## src/rtl/ad76xx_pkg.sv

```systemverilog
// Shared types and defaults for the AD76xx parallel reader.
// The optional auto-trigger is enabled by defining AD76XX_AUTO_TRIG_EN.
package ad76xx_pkg;

  typedef enum logic [2:0] {
    ST_IDLE,
    ST_CONV,
    ST_WAIT_BUSY,
    ST_CS_SETUP,
    ST_READ,
    ST_DONE,
    ST_QUIET
  } state_e;

  // Defaults for the 100 MHz build
  localparam int DEF_DW        = 16;
  localparam int DEF_NUM_CH    = 6;
  localparam int DEF_T_CONV_HI = 4;
  localparam int DEF_T_CS      = 5;
  localparam int DEF_T_RDL     = 9;
  localparam int DEF_T_RDH     = 3;
  localparam int DEF_BUSY_TMO  = 400;
  localparam int DEF_T_QUIET   = 8;
  localparam int DEF_RST_CYC   = 10;

  // Shortest trigger-to-trigger spacing that never overruns, given the
  // BUSY-low latency seen on the board (in cycles).
  function automatic int min_trig_period(input int t_conv_hi, input int busy_lat,
                                         input int num_ch, input int t_cs,
                                         input int t_rdl, input int t_rdh,
                                         input int t_quiet);
    return t_conv_hi + busy_lat + t_cs + num_ch * (t_rdl + t_rdh) + 1 + t_quiet;
  endfunction

endpackage

```

## src/rtl/ad76xx_busy_sync.sv

```systemverilog
// Two-flop synchroniser for the ADC BUSY pin with falling-edge detect.
module ad76xx_busy_sync
  import ad76xx_pkg::*;
(
  input  logic clk_i,
  input  logic rst_i,
  input  logic busy_i,
  output logic fall_o
);

  logic r1_q, r2_q;

  // Resynchronise BUSY into the system clock domain
  always_ff @(posedge clk_i) begin
    if (rst_i) begin
      r1_q <= 1'b0;
      r2_q <= 1'b0;
    end else begin
      r1_q <= busy_i;
      r2_q <= r1_q;
    end
  end

  assign fall_o = r2_q && !r1_q;

endmodule

```

## src/rtl/ad76xx_par_reader.sv

```systemverilog
// Parallel-bus reader for AD7656-class ADCs: CONVST, wait BUSY, read
// NUM_CH words over CS_N/RD_N, publish one coherent snapshot.
// Define AD76XX_AUTO_TRIG_EN to add the trig_div_i periodic trigger.
module ad76xx_par_reader
  import ad76xx_pkg::*;
#(
  parameter int DW        = DEF_DW,
  parameter int NUM_CH    = DEF_NUM_CH,
  parameter int T_CONV_HI = DEF_T_CONV_HI,
  parameter int T_CS      = DEF_T_CS,
  parameter int T_RDL     = DEF_T_RDL,
  parameter int T_RDH     = DEF_T_RDH,
  parameter int BUSY_TMO  = DEF_BUSY_TMO,
  parameter int T_QUIET   = DEF_T_QUIET,
  parameter int RST_CYC   = DEF_RST_CYC
) (
  input  logic                 sys_clk_i,
  input  logic                 rst_i,
  input  logic                 start_i,
`ifdef AD76XX_AUTO_TRIG_EN
  input  logic [31:0]          trig_div_i,
`endif
  output logic                 convst_o,
  input  logic                 busy_i,
  output logic                 cs_n_o,
  output logic                 rd_n_o,
  output logic                 adc_reset_o,
  input  logic [DW-1:0]        db_i,
  output logic [NUM_CH*DW-1:0] data_o,
  output logic                 data_valid_o,
  output logic                 timeout_o,
  output logic                 overrun_o
);

  localparam int WW = (NUM_CH > 1) ? $clog2(NUM_CH) : 1;

  logic trig;
  logic busy_fall;

  ad76xx_busy_sync u_busy_sync (
    .clk_i  (sys_clk_i),
    .rst_i  (rst_i),
    .busy_i (busy_i),
    .fall_o (busy_fall)
  );

`ifdef AD76XX_AUTO_TRIG_EN
  logic [31:0] trig_cnt_q;
  logic        auto_fire;

  // >= so that lowering trig_div_i mid-count fires at once instead of wrapping
  assign auto_fire = (trig_div_i != 32'd0) && (trig_cnt_q >= trig_div_i - 32'd1);
  assign trig      = start_i | auto_fire;

  // Free-running period counter for the auto-trigger
  always_ff @(posedge sys_clk_i) begin
    if (rst_i || trig_div_i == 32'd0 || auto_fire) trig_cnt_q <= 32'd0;
    else                                            trig_cnt_q <= trig_cnt_q + 32'd1;
  end
`else
  assign trig = start_i;
`endif

  logic        arst_q;
  logic [31:0] arst_cnt_q;

  // Hold the ADC RESET pin through reset and RST_CYC cycles beyond it
  always_ff @(posedge sys_clk_i) begin
    if (rst_i) begin
      arst_q     <= 1'b1;
      arst_cnt_q <= 32'd0;
    end else if (arst_q) begin
      if (arst_cnt_q == 32'(RST_CYC - 1)) begin
        arst_q     <= 1'b0;
        arst_cnt_q <= 32'd0;
      end else begin
        arst_cnt_q <= arst_cnt_q + 32'd1;
      end
    end
  end

  state_e                    state_q;
  logic [31:0]               cnt_q;
  logic [31:0]               tmo_q;
  logic [WW-1:0]             w_q;
  logic [NUM_CH-1:0][DW-1:0] stage_q;
  logic [NUM_CH-1:0][DW-1:0] data_q;
  logic convst_q, cs_n_q, rd_n_q, dv_q, timeout_q, overrun_q;

  // Conversion/read sequencer; rd_n_q doubles as the low/high phase flag in READ
  always_ff @(posedge sys_clk_i) begin
    if (rst_i) begin
      state_q   <= ST_IDLE;
      cnt_q     <= 32'd0;
      tmo_q     <= 32'd0;
      w_q       <= '0;
      stage_q   <= '0;
      data_q    <= '0;
      convst_q  <= 1'b0;
      cs_n_q    <= 1'b1;
      rd_n_q    <= 1'b1;
      dv_q      <= 1'b0;
      timeout_q <= 1'b0;
      overrun_q <= 1'b0;
    end else begin
      dv_q      <= 1'b0;
      timeout_q <= 1'b0;
      overrun_q <= trig && (state_q != ST_IDLE);
      case (state_q)
        ST_IDLE: begin
          if (trig && !arst_q) begin
            state_q  <= ST_CONV;
            convst_q <= 1'b1;
            cnt_q    <= 32'd0;
            tmo_q    <= 32'd0;
          end
        end
        ST_CONV: begin
          tmo_q <= tmo_q + 32'd1;
          if (cnt_q == 32'(T_CONV_HI - 1)) begin
            state_q  <= ST_WAIT_BUSY;
            convst_q <= 1'b0;
            cnt_q    <= 32'd0;
          end else begin
            cnt_q <= cnt_q + 32'd1;
          end
        end
        ST_WAIT_BUSY: begin
          tmo_q <= tmo_q + 32'd1;
          if (busy_fall) begin
            state_q <= ST_CS_SETUP;
            cs_n_q  <= 1'b0;
            cnt_q   <= 32'd0;
            tmo_q   <= 32'd0;
          end else if (tmo_q == 32'(BUSY_TMO - 1)) begin
            state_q   <= ST_IDLE;
            timeout_q <= 1'b1;
            tmo_q     <= 32'd0;
          end
        end
        ST_CS_SETUP: begin
          if (cnt_q == 32'(T_CS - 1)) begin
            state_q <= ST_READ;
            rd_n_q  <= 1'b0;
            cnt_q   <= 32'd0;
            w_q     <= '0;
          end else begin
            cnt_q <= cnt_q + 32'd1;
          end
        end
        ST_READ: begin
          if (!rd_n_q) begin
            if (cnt_q == 32'(T_RDL - 1)) begin
              stage_q[w_q] <= db_i;
              rd_n_q       <= 1'b1;
              cnt_q        <= 32'd0;
            end else begin
              cnt_q <= cnt_q + 32'd1;
            end
          end else if (cnt_q == 32'(T_RDH - 1)) begin
            cnt_q <= 32'd0;
            if (w_q == WW'(NUM_CH - 1)) begin
              // Publish the whole snapshot at once as DONE is entered
              state_q <= ST_DONE;
              cs_n_q  <= 1'b1;
              data_q  <= stage_q;
              dv_q    <= 1'b1;
            end else begin
              w_q    <= w_q + WW'(1);
              rd_n_q <= 1'b0;
            end
          end else begin
            cnt_q <= cnt_q + 32'd1;
          end
        end
        ST_DONE: begin
          state_q <= ST_QUIET;
          cnt_q   <= 32'd0;
        end
        ST_QUIET: begin
          if (cnt_q == 32'(T_QUIET - 1)) begin
            state_q <= ST_IDLE;
            cnt_q   <= 32'd0;
          end else begin
            cnt_q <= cnt_q + 32'd1;
          end
        end
        default: state_q <= ST_IDLE;
      endcase
    end
  end

  assign convst_o     = convst_q;
  assign cs_n_o       = cs_n_q;
  assign rd_n_o       = rd_n_q;
  assign adc_reset_o  = arst_q;
  assign data_o       = data_q;
  assign data_valid_o = dv_q;
  assign timeout_o    = timeout_q;
  assign overrun_o    = overrun_q;

endmodule

```

## config.mk

```make
export PLATFORM = sky130hd
export DESIGN_NAME = ad76xx_par_reader
export DESIGN_NICKNAME = d
export VERILOG_FILES = /design/src/rtl/ad76xx_pkg.sv /design/src/rtl/ad76xx_busy_sync.sv /design/src/rtl/ad76xx_par_reader.sv
export SDC_FILE = /design/constraint.sdc
export NUM_CORES = 1
export LEC_CHECK = 0
export CAP_MARGIN = 20
export CORE_ASPECT_RATIO = 0.75
export CORE_MARGIN = 2
export CORE_UTILIZATION = 40
export DETAILED_ROUTE_END_ITERATION = 6
export GPL_ROUTABILITY_DRIVEN = 0
export PLACE_DENSITY = 0.7
export RECOVER_POWER = 100
export SLEW_MARGIN = 20
export SYNTH_ARGS = -nofsm -noshare
export SYNTH_HDL_FRONTEND = slang
export SYNTH_SLANG_ARGS = --single-unit
```

## constraint.sdc

```tcl
create_clock -name sys_clk_i -period 5.3 [get_ports sys_clk_i]
set_input_delay 1.59 -clock sys_clk_i [delete_from_list [all_inputs] [get_ports sys_clk_i]]
set_output_delay 1.59 -clock sys_clk_i [all_outputs]
set_load 0.02 [all_outputs]
```

Word-level counts from Yosys, hierarchy flattened:

Cells that the tools add are included.

* bits in registers: 303
* input port bits: 20
* output and inout bits: 103
* logic and storage cells: 132

* add/sub/neg operators: 4
* order comparisons: 2
* equal/unequal tests: 24
* mux-type cells: 48
* bitwise operators: 4
* reduce and logical (&&, ||, !) cells: 24

Operator list (number)
* $mux W32: 11
* $pmux W32 S7: 1
* $add A32 B1 Y32 const B: 3
* $bwmux W96: 1
* $pmux W32 S3: 1
* $eq A32 B2 Y1 const B: 2
* $eq A32 B3 Y1 const B: 2
* $eq A32 B4 Y1 const B: 2
* $demux W16 S3: 1
* $mux W3: 13
* $eq A32 B9 Y1 const B: 1
* $pmux W3 S7: 1
* $ne A2 B2 Y1 const B: 9
* $mux W16: 1
* $mux W1: 14
* $eq A3 B3 Y1 const B: 4
* $reduce_and A5 Y1: 2
* $reduce_and A3 Y1: 3
* $reduce_and A8 Y1: 1
* $reduce_bool A7 Y1: 1
* $eq A3 B2 Y1 const B: 2
* $pmux W1 S2: 3
* $pmux W3 S2: 1
* $reduce_bool A2 Y1: 3
* other kinds (14): 23

Depth between registers and ports, before layout:

Gate-level depths: netlist (run 1).

* depth after elaboration: 5
* depth in mapped cells: 11
* depth with buffers taken out: 8

Cells and area by module:

Synthesis (run 1) repeated with hierarchy kept, for this count alone.

* cell total of the unflattened synthesis: 1466
* area, all modules: 12121.6 µm²

Modules (own cells, without submodules)
* ad76xx_par_reader: times used 1, cells an instance 1461, area each 12060.3 µm², sequential area each 6025.8 µm²
* ad76xx_busy_sync: times used 1, cells an instance 5, area each 61.3 µm², sequential area each 40.0 µm²

Worst setup path before layout (run 1):

OpenSTA, ideal clock, no wires.

* kind: input to register
* start point: input port start_i
* end point: register tmo_q[30]
* library setup time: 114 ps
* arrival: 2949 ps
* required time: 5186 ps
* path slack: 2236 ps
* stages: 6
* buffers on the path: 0
* path through: nor2b_1 -> o311ai_1 -> nor4_2 -> nand4_1 -> xor2_1 -> nor2_1

* longest elaborated chain between the ends: 3

Ends and longest elaborated chain
* start, declared: line ad76xx_par_reader.sv:19 `input logic start_i,`
* $logic_and A1 B1 Y1: line ad76xx_par_reader.sv:111 `if (trig && !arst_q) begin`
* $ne A2 B2 Y1 (no line)
* $reduce_and A2 Y1 (no line)
* end signal, assigned: line ad76xx_par_reader.sv:119 `tmo_q <= tmo_q + 32'd1;`
* end signal, assigned: line ad76xx_par_reader.sv:129 `tmo_q <= tmo_q + 32'd1;`
* end, declared: line ad76xx_par_reader.sv:84 `logic [31:0] tmo_q;`

No other way between the ends.
A chain may end at the register's enable or synchronous reset.

Worst setup path after layout (run 1):

* start point: input port start_i
* end point: register tmo_q[31]

Same word-level chain as after synthesis.

==> impl_metrics.csv, run 1 <==
group,metric,value,unit
outcome,status,"finished with violations",
outcome,violations,"max-capacitance violations, max-slew violations",
detailed_routing,drcViolationCount,0,
timing,max-slew-margin-rel,-0.7622,
global_route,grtUsageMet2,0.2903,
global_route,antenna_found_initial,0,
synth,synth_fa_ha_area_frac,0.009061,
floorplanning,die_width,207.5,um
worst_setup_path,crit_buf_inv,1,
synth,avgSynthCellArea,8.324,um2
min_path,hp-class,"reg2reg",
clocking,clk_path_buf_depth,3,
timing,rsz0062_at_grt,"no",
worst_setup_path,crit_path_end_kind,"flop",
timing,finalWorstSetupSlack,1.236,ns
clocking,numCtsBuffers,31,
global_route,overflow,0,
worst_setup_path,cp_cell_sequence,"dlygate4sd3_1 -> nor2b_1 -> o311ai_0 -> nor4_1 -> nand2_1 -> or3_1 -> a21oi_1",
worst_setup_path,cp_max_fo,8,
finish,antenna-diode-count,0,
placed_design,place_ws,1.314,ns
finish,area_growth,18.81,%
synth,ys.flop_type,"dfxtp_1",
timing,min_period,4.064,ns
clocking,clk_pin_slew_worst_paths,0.06,ns
finish,stdcell_area,0.01477,mm2
floorplanning,dieArea,0.03251,mm2
synth,synth_top_family_by_area,"simple AND/OR/NAND/NOR gates",
global_route,grt_max_degree,94,
synth,async_reset_ff_frac,0,
timing,tightest_slew,2.643,ns
synth,synth_top_cell_area_share,0.4881,
worst_setup_path,crit_slowest_cell,"nor4_1",
synth,synth_cell_types,62,
power_and_ir_drop,vdd_ir_drop_max,234.3,uV
timing,fin_tns_setup,0,ns
synth,synth_edf_count,0,
finish,drive_above_1_share,0.04828,
floorplanning,die-height,156.7,um
worst_setup_path,cp.arrival,4.55,ns
synth,synthCells,1493,
global_route,busiest_layer,"met2",
synth,synth_compound_area_frac,0.1022,
timing,fin_crit_sh,0.7668,
detailed_routing,wl_per_cell,15.68,um
floorplanning,core-area,0.03035,mm2
detailed_routing,firstDrtPassIters,5,
clocking,cts.sink_count,303,
worst_setup_path,cp-start-kind,"input port",
clocking,insertion_delay,0.56,ns
placed_design,io_buffers,122,
synth,synth-xor-area-share,0.04933,
clocking,holdBufCountCts,0,
worst_setup_path,rrSetupSlack,1.27,ns
synth,seq_area_frac_synth,0.4881,
synth,yosys-top-cells-area,"dfxtp_1 49%, nand2_1 11%, a21oi_1 7.3%",
global_route,use_met1,0.2676,
detailed_routing,drt-total-wl,31260,um
floorplanning,num_io_pins,123,
global_route,grt_first_pass_wirelength,50370,um
timing,max_freq,246.0,MHz
global_route,grt_usage,0.1868,
synth,synth_simple_gate_area_frac,0.2787,
global_route,grt_use_met3,0.03472,
synth,yosysWarnings,0,
timing,hold_violations,0,
run,drv_cap,2,
worst_setup_path,required,5.78,ns
synth,syn_area,0.01243,mm2
clocking,cts_tree,"built",
finish,fin_nets,1599,
timing,slew_violations,80,
global_route,grt_pass1_vias,9766,
worst_setup_path,crit_family,"simple AND/OR/NAND/NOR gates",
power_and_ir_drop,p_leak,5.131,nW
worst_setup_path,critPathMaxStageDelay,1.13,ns
synth,syn-num-nets,1522,
placed_design,dpl.hpwl,20500,um
clocking,cts_root_buf,"clkbuf_16",
power_and_ir_drop,powerDensity,318.8,mW/mm2
floorplanning,start_util,0.4095,
placed_design,post_dp_cell_area,0.01374,mm2
detailed_routing,viasPerCell,5.276,
timing,clock_skew,0.01506,ns
clocking,htree_levels,1,
clocking,cts_resized,0,
timing,finalSetupViolations,0,
clocking,post-cts-setup-buffers,0,
worst_setup_path,criticalPathCategory,"in2reg",
detailed_routing,vias,10521,
detailed_routing,drt_iter0_drc,778,
finish,layout_common_cells,"375 x nand2_1, 303 x dfxtp_1, 182 x a21oi_1",
synth,synth-seq-cells,303,
floorplanning,core.rowCount,55,
synth,yosysTopAreaCell,"dfxtp_1",
detailed_routing,drt.antenna.violating_nets,0,
finish,mostFrequentLayoutCell,"nand2_1",
synth,muxShareOfSynthArea,0.02819,
[final cells by class]
| class | instances | area, um2 |
|---|---|---|
| flip-flops and latches | 303 | 6066 |
| well taps | 399 | 499.2 |
| clock inverters | 20 | 276.5 |
| clock buffers | 38 | 822.0 |
| repair buffers | 130 | 1284 |
| inverters | 17 | 63.81 |
| multi-input cells | 1087 | 5754 |
| fillers | 2865 | 15580 |
[synthesized netlist by cell type, types with 3 or more instances]
| library cell | count |
|---|---|
| xor2_1 | 36 |
| nor4bb_1 | 3 |
| inv_1 | 17 |
| nand4_1 | 29 |
| nor4b_1 | 3 |
| and2_1 | 4 |
| nor3_1 | 15 |
| or2_2 | 6 |
| nor3b_1 | 6 |
| ha_1 | 9 |
| nor4_1 | 21 |
| nand3_1 | 56 |
| xnor2_1 | 34 |
| a21oi_1 | 182 |
| buf_4 | 10 |
| buf_6 | 10 |
| or3_1 | 16 |
| a21o_1 | 4 |
| clkbuf_2 | 3 |
| nand2_1 | 375 |
| a31oi_1 | 9 |
| mux2i_1 | 35 |
| and4_1 | 12 |
| clkbuf_1 | 44 |
| nor4_2 | 6 |
| dfxtp_1 | 303 |
| nor2b_1 | 10 |
| buf_1 | 3 |
| o21ai_0 | 14 |
| nand4b_1 | 5 |
| nor2_1 | 138 |
| or4_1 | 7 |
| and3_1 | 16 |
| buf_2 | 14 |
[sequential cells by signal, summed over array words and instances, names as in the netlist]
register and cells:
u_busy_sync.r2_q 1, arst_cnt_q 32, cnt_q 32, state_q 3
data_valid_o 1, u_busy_sync.r1_q 1, rd_n_o 1, overrun_o 1
w_q 3, timeout_o 1, adc_reset_o 1, cs_n_o 1
stage_q 96, data_o 96, convst_o 1, tmo_q 32
[metrics by stage]
| step | instances | power (mW) | hold slack (ns) | util |
|---|---|---|---|---|
| after floorplan | 1493 | 2.383 | 0.4321 | - |
| after global placement | 1936 | 2.430 | 0.4384 | 0.4528 |
| after detailed placement | 1936 | 2.431 | 0.4442 | 0.4528 |
| after CTS | 1994 | 4.758 | 0.4522 | 0.4890 |
| after global routing | 1994 | 4.866 | 0.4650 | 0.4865 |
| final | 1994 | 4.708 | 0.4469 | 0.4865 |
[logic make-up after synthesis]
group	after synthesis
AOI/OAI and AO/OA	230
xor gates and xnor gates	70
adders and majority gates	9
buffers and inverters	103
DFF	303
muxes	35
and+or+nand+nor	743
[routing by layer]
| metal | wire length, um | part of all wire | vias up |
|---|---|---|---|
| met1 | 15060 | 0.48 | 4982 |
| met5 | 0 | 0 | - |
| met4 | 532 | 0.017 | 0 |
| li1 | - | - | 5210 |
| met3 | 1824 | 0.058 | 48 |
| met2 | 13840 | 0.44 | 281 |
[worst reg2reg max path: stages, from the launching register on]
cell     delay [ns]
dfxtp_1        0.37
nor4_1         0.43
and4_2         0.32
nand4_1        0.20
nor3_1         1.85
buf_4          0.50
nand2_1        0.14
a21oi_1        0.15
[power by group]
group	switching (mW)	internal, mW
clock network	0.926	1.40
registers	0.00386	2.28
logic	0.0708	0.0242
[worst paths after layout]
| path | start | end | cells after the start |
|---|---|---|---|
| worst min register to register | data_o[2]$_SDFFE_PP0P_ | data_o[2]$_SDFFE_PP0P_ | 2 |
| worst min-delay path | data_o[2]$_SDFFE_PP0P_ | data_o[2]$_SDFFE_PP0P_ | 2 |
| worst max register to register | cnt_q[8]$_SDFFE_PP0P_ | data_o[9]$_SDFFE_PP0P_ | 7 |
| worst max-delay path | start_i | tmo_q[31]$_SDFFE_PP0P_ | 7 |
Note: power is estimated with default switching activity, not from simulation.
==> run 2, diff against run 1 <==
clock period = 3.9 ns   (was 5.3 ns; I/O delays follow)
==> impl_metrics.csv, run 2 (synthesis gave the netlist of run 1 again) <==
group,metric,value,unit
run,drv_cap,1,
clocking,holdBufCountCts,0,
clocking,cts_tree,"built",
detailed_routing,drt-total-wl,31340,um
worst_setup_path,criticalPathCategory,"reg2reg",
floorplanning,die_width,207.5,um
timing,finalSetupViolations,0,
timing,fin_tns_setup,0,ns
power_and_ir_drop,p_seq_frac,0.493,
finish,fin_nets,1601,
outcome,violations,"max-capacitance violations, max-slew violations",
timing,max_freq,303.1,MHz
global_route,antenna_found_initial,0,
clocking,post-cts-setup-buffers,0,
worst_setup_path,cp.arrival,3.63,ns
finish,area_growth,18.74,%
timing,fin_crit_sh,0.8461,
floorplanning,core.rowCount,55,
clocking,cts.sink_count,303,
global_route,overflow,0,
clocking,numCtsBuffers,30,
clocking,cts_resized,0,
power_and_ir_drop,power.switching,1.313,mW
placed_design,io_buffers,122,
power_and_ir_drop,powerDensity,427.1,mW/mm2
clocking,insertion_delay,0.56,ns
global_route,grt_first_pass_wirelength,51290,um
power_and_ir_drop,p_leak,5.168,nW
detailed_routing,drt.antenna.violating_nets,0,
placed_design,post_dp_cell_area,0.01376,mm2
power_and_ir_drop,vdd_ir_drop_max,340.1,uV
detailed_routing,wl_per_cell,15.73,um
timing,rsz0062_at_grt,"no",
finish,fill_cells,2859,
worst_setup_path,worstSetupStartpoint,"cnt_q[8]$_SDFFE_PP0P_",
global_route,grt_max_degree,116,
worst_setup_path,crit_path_end_kind,"flop",
finish,drive_above_1_share,0.04959,
power_and_ir_drop,p_comb_frac,0.020,
detailed_routing,vias,10439,
timing,min_period,3.300,ns
min_path,hold_path.startpoint,"data_o[23]$_SDFFE_PP0P_",
detailed_routing,viasPerCell,5.240,
clocking,htree_levels,1,
clocking,cts_root_buf,"clkbuf_16",
detailed_routing,firstDrtPassIters,7,
min_path,hp-class,"reg2reg",
finish,multiInputGateArea,0.005783,mm2
timing,holdWs,0.4467,ns
timing,clock_skew,0.009143,ns
floorplanning,core-area,0.03035,mm2
floorplanning,dieArea,0.03251,mm2
power_and_ir_drop,pwr-share-clk,0.487,
floorplanning,num_io_pins,123,
power_and_ir_drop,intPower,4.990,mW
floorplanning,start_util,0.4095,
clocking,clk_pin_slew_worst_paths,0.06,ns
worst_setup_path,required,4.23,ns
finish,layout_common_cells,"375 x nand2_1, 303 x dfxtp_1, 182 x a21oi_1",
global_route,grt_pass1_vias,9859,
placed_design,dpl.hpwl,20470,um
detailed_routing,drt_iter0_drc,780,
outcome,status,"finished with violations",
finish,stdcell_area,0.01476,mm2
power_and_ir_drop,swShare,0.2083,
detailed_routing,drcViolationCount,0,
timing,hold_violations,0,
global_route,grt_usage,0.1891,
worst_setup_path,rr_startpoint,"cnt_q[8]$_SDFFE_PP0P_",
worst_setup_path,cp_max_fo,96,
worst_setup_path,cp-start-kind,"flop",
finish,antenna-diode-count,0,
finish,mostFrequentLayoutCell,"nand2_1",
finish,ff_latch_area,0.006066,mm2
clocking,clk_path_buf_depth,3,
timing,slew_violations,116,
floorplanning,die-height,156.7,um
timing,tightest_slew,2.281,ns
timing,max-slew-margin-rel,-0.5206,
## run 2: cell types whose count changed in the layout (fill, tap and decap cells not counted), sizes merged
cell | before | now
clkinv | 9 | 4
clkbuf | 41 | 46
buf | 6 | 8
bufinv | 6 | 5
clkinvlp | 3 | 1
inv | 19 | 18
## run 2: cell type report
class,count,area share
Sequential cell,303,0.4111
Multi-Input combinational cell,1087,0.3919
Timing Repair Buffer,133,0.08793
Clock buffer,42,0.05808
Tap cell,399,0.03383
Clock inverter,11,0.01289
Inverter,17,0.004324
## run 2: critical path: stages (launching register included)
cell	delay, ns
dfxtp_1	0.36
nor4_1	0.54
and4_1	0.33
nand4_1	0.25
or3_2	0.56
clkbuf_4	0.62
nand2_1	0.26
a21oi_1	0.09
## run 2: per-layer routing
layer	share of wire	vias up	GRT usage
li1	-	5215	-
met1	0.49	4958	0.2745
met2	0.44	220	0.2952
met3	0.049	46	0.02930
met4	0.021	0	0.04286
met5	0	-	0
## run 2: metrics by stage
step           worst slack, ns  cells  utilization  total power, mW
3_3_place_gp            0.5899   1939       0.4535            3.303
6_report                0.6004   1992       0.4863            6.302
4_1_cts                 0.8298   1992       0.4880            6.348
5_1_grt                 0.2816   1992       0.4863            6.481
3_5_place_dp            0.5483   1939       0.4535            3.304
2_1_floorplan            1.256   1493            -            3.238
## run 2: path summary, 6_finish.rpt
path / slack [ns] / end / cells after the start
max: 0.60 / data_o[46]$_SDFFE_PP0P_ / 7
min: 0.45 / data_o[23]$_SDFFE_PP0P_ / 2
max reg2reg: 0.60 / data_o[46]$_SDFFE_PP0P_ / 7
min reg2reg: 0.45 / data_o[23]$_SDFFE_PP0P_ / 2
## run 2: power by group through the flow
stage	clock, mW	sequential, mW	combinational (mW)
after global placement	0	3.17	0.130
final	3.07	3.11	0.128
after global routing	3.24	3.10	0.136
after floorplan	0	3.17	0.0644
after CTS	3.11	3.11	0.130
after detailed placement	0	3.17	0.130
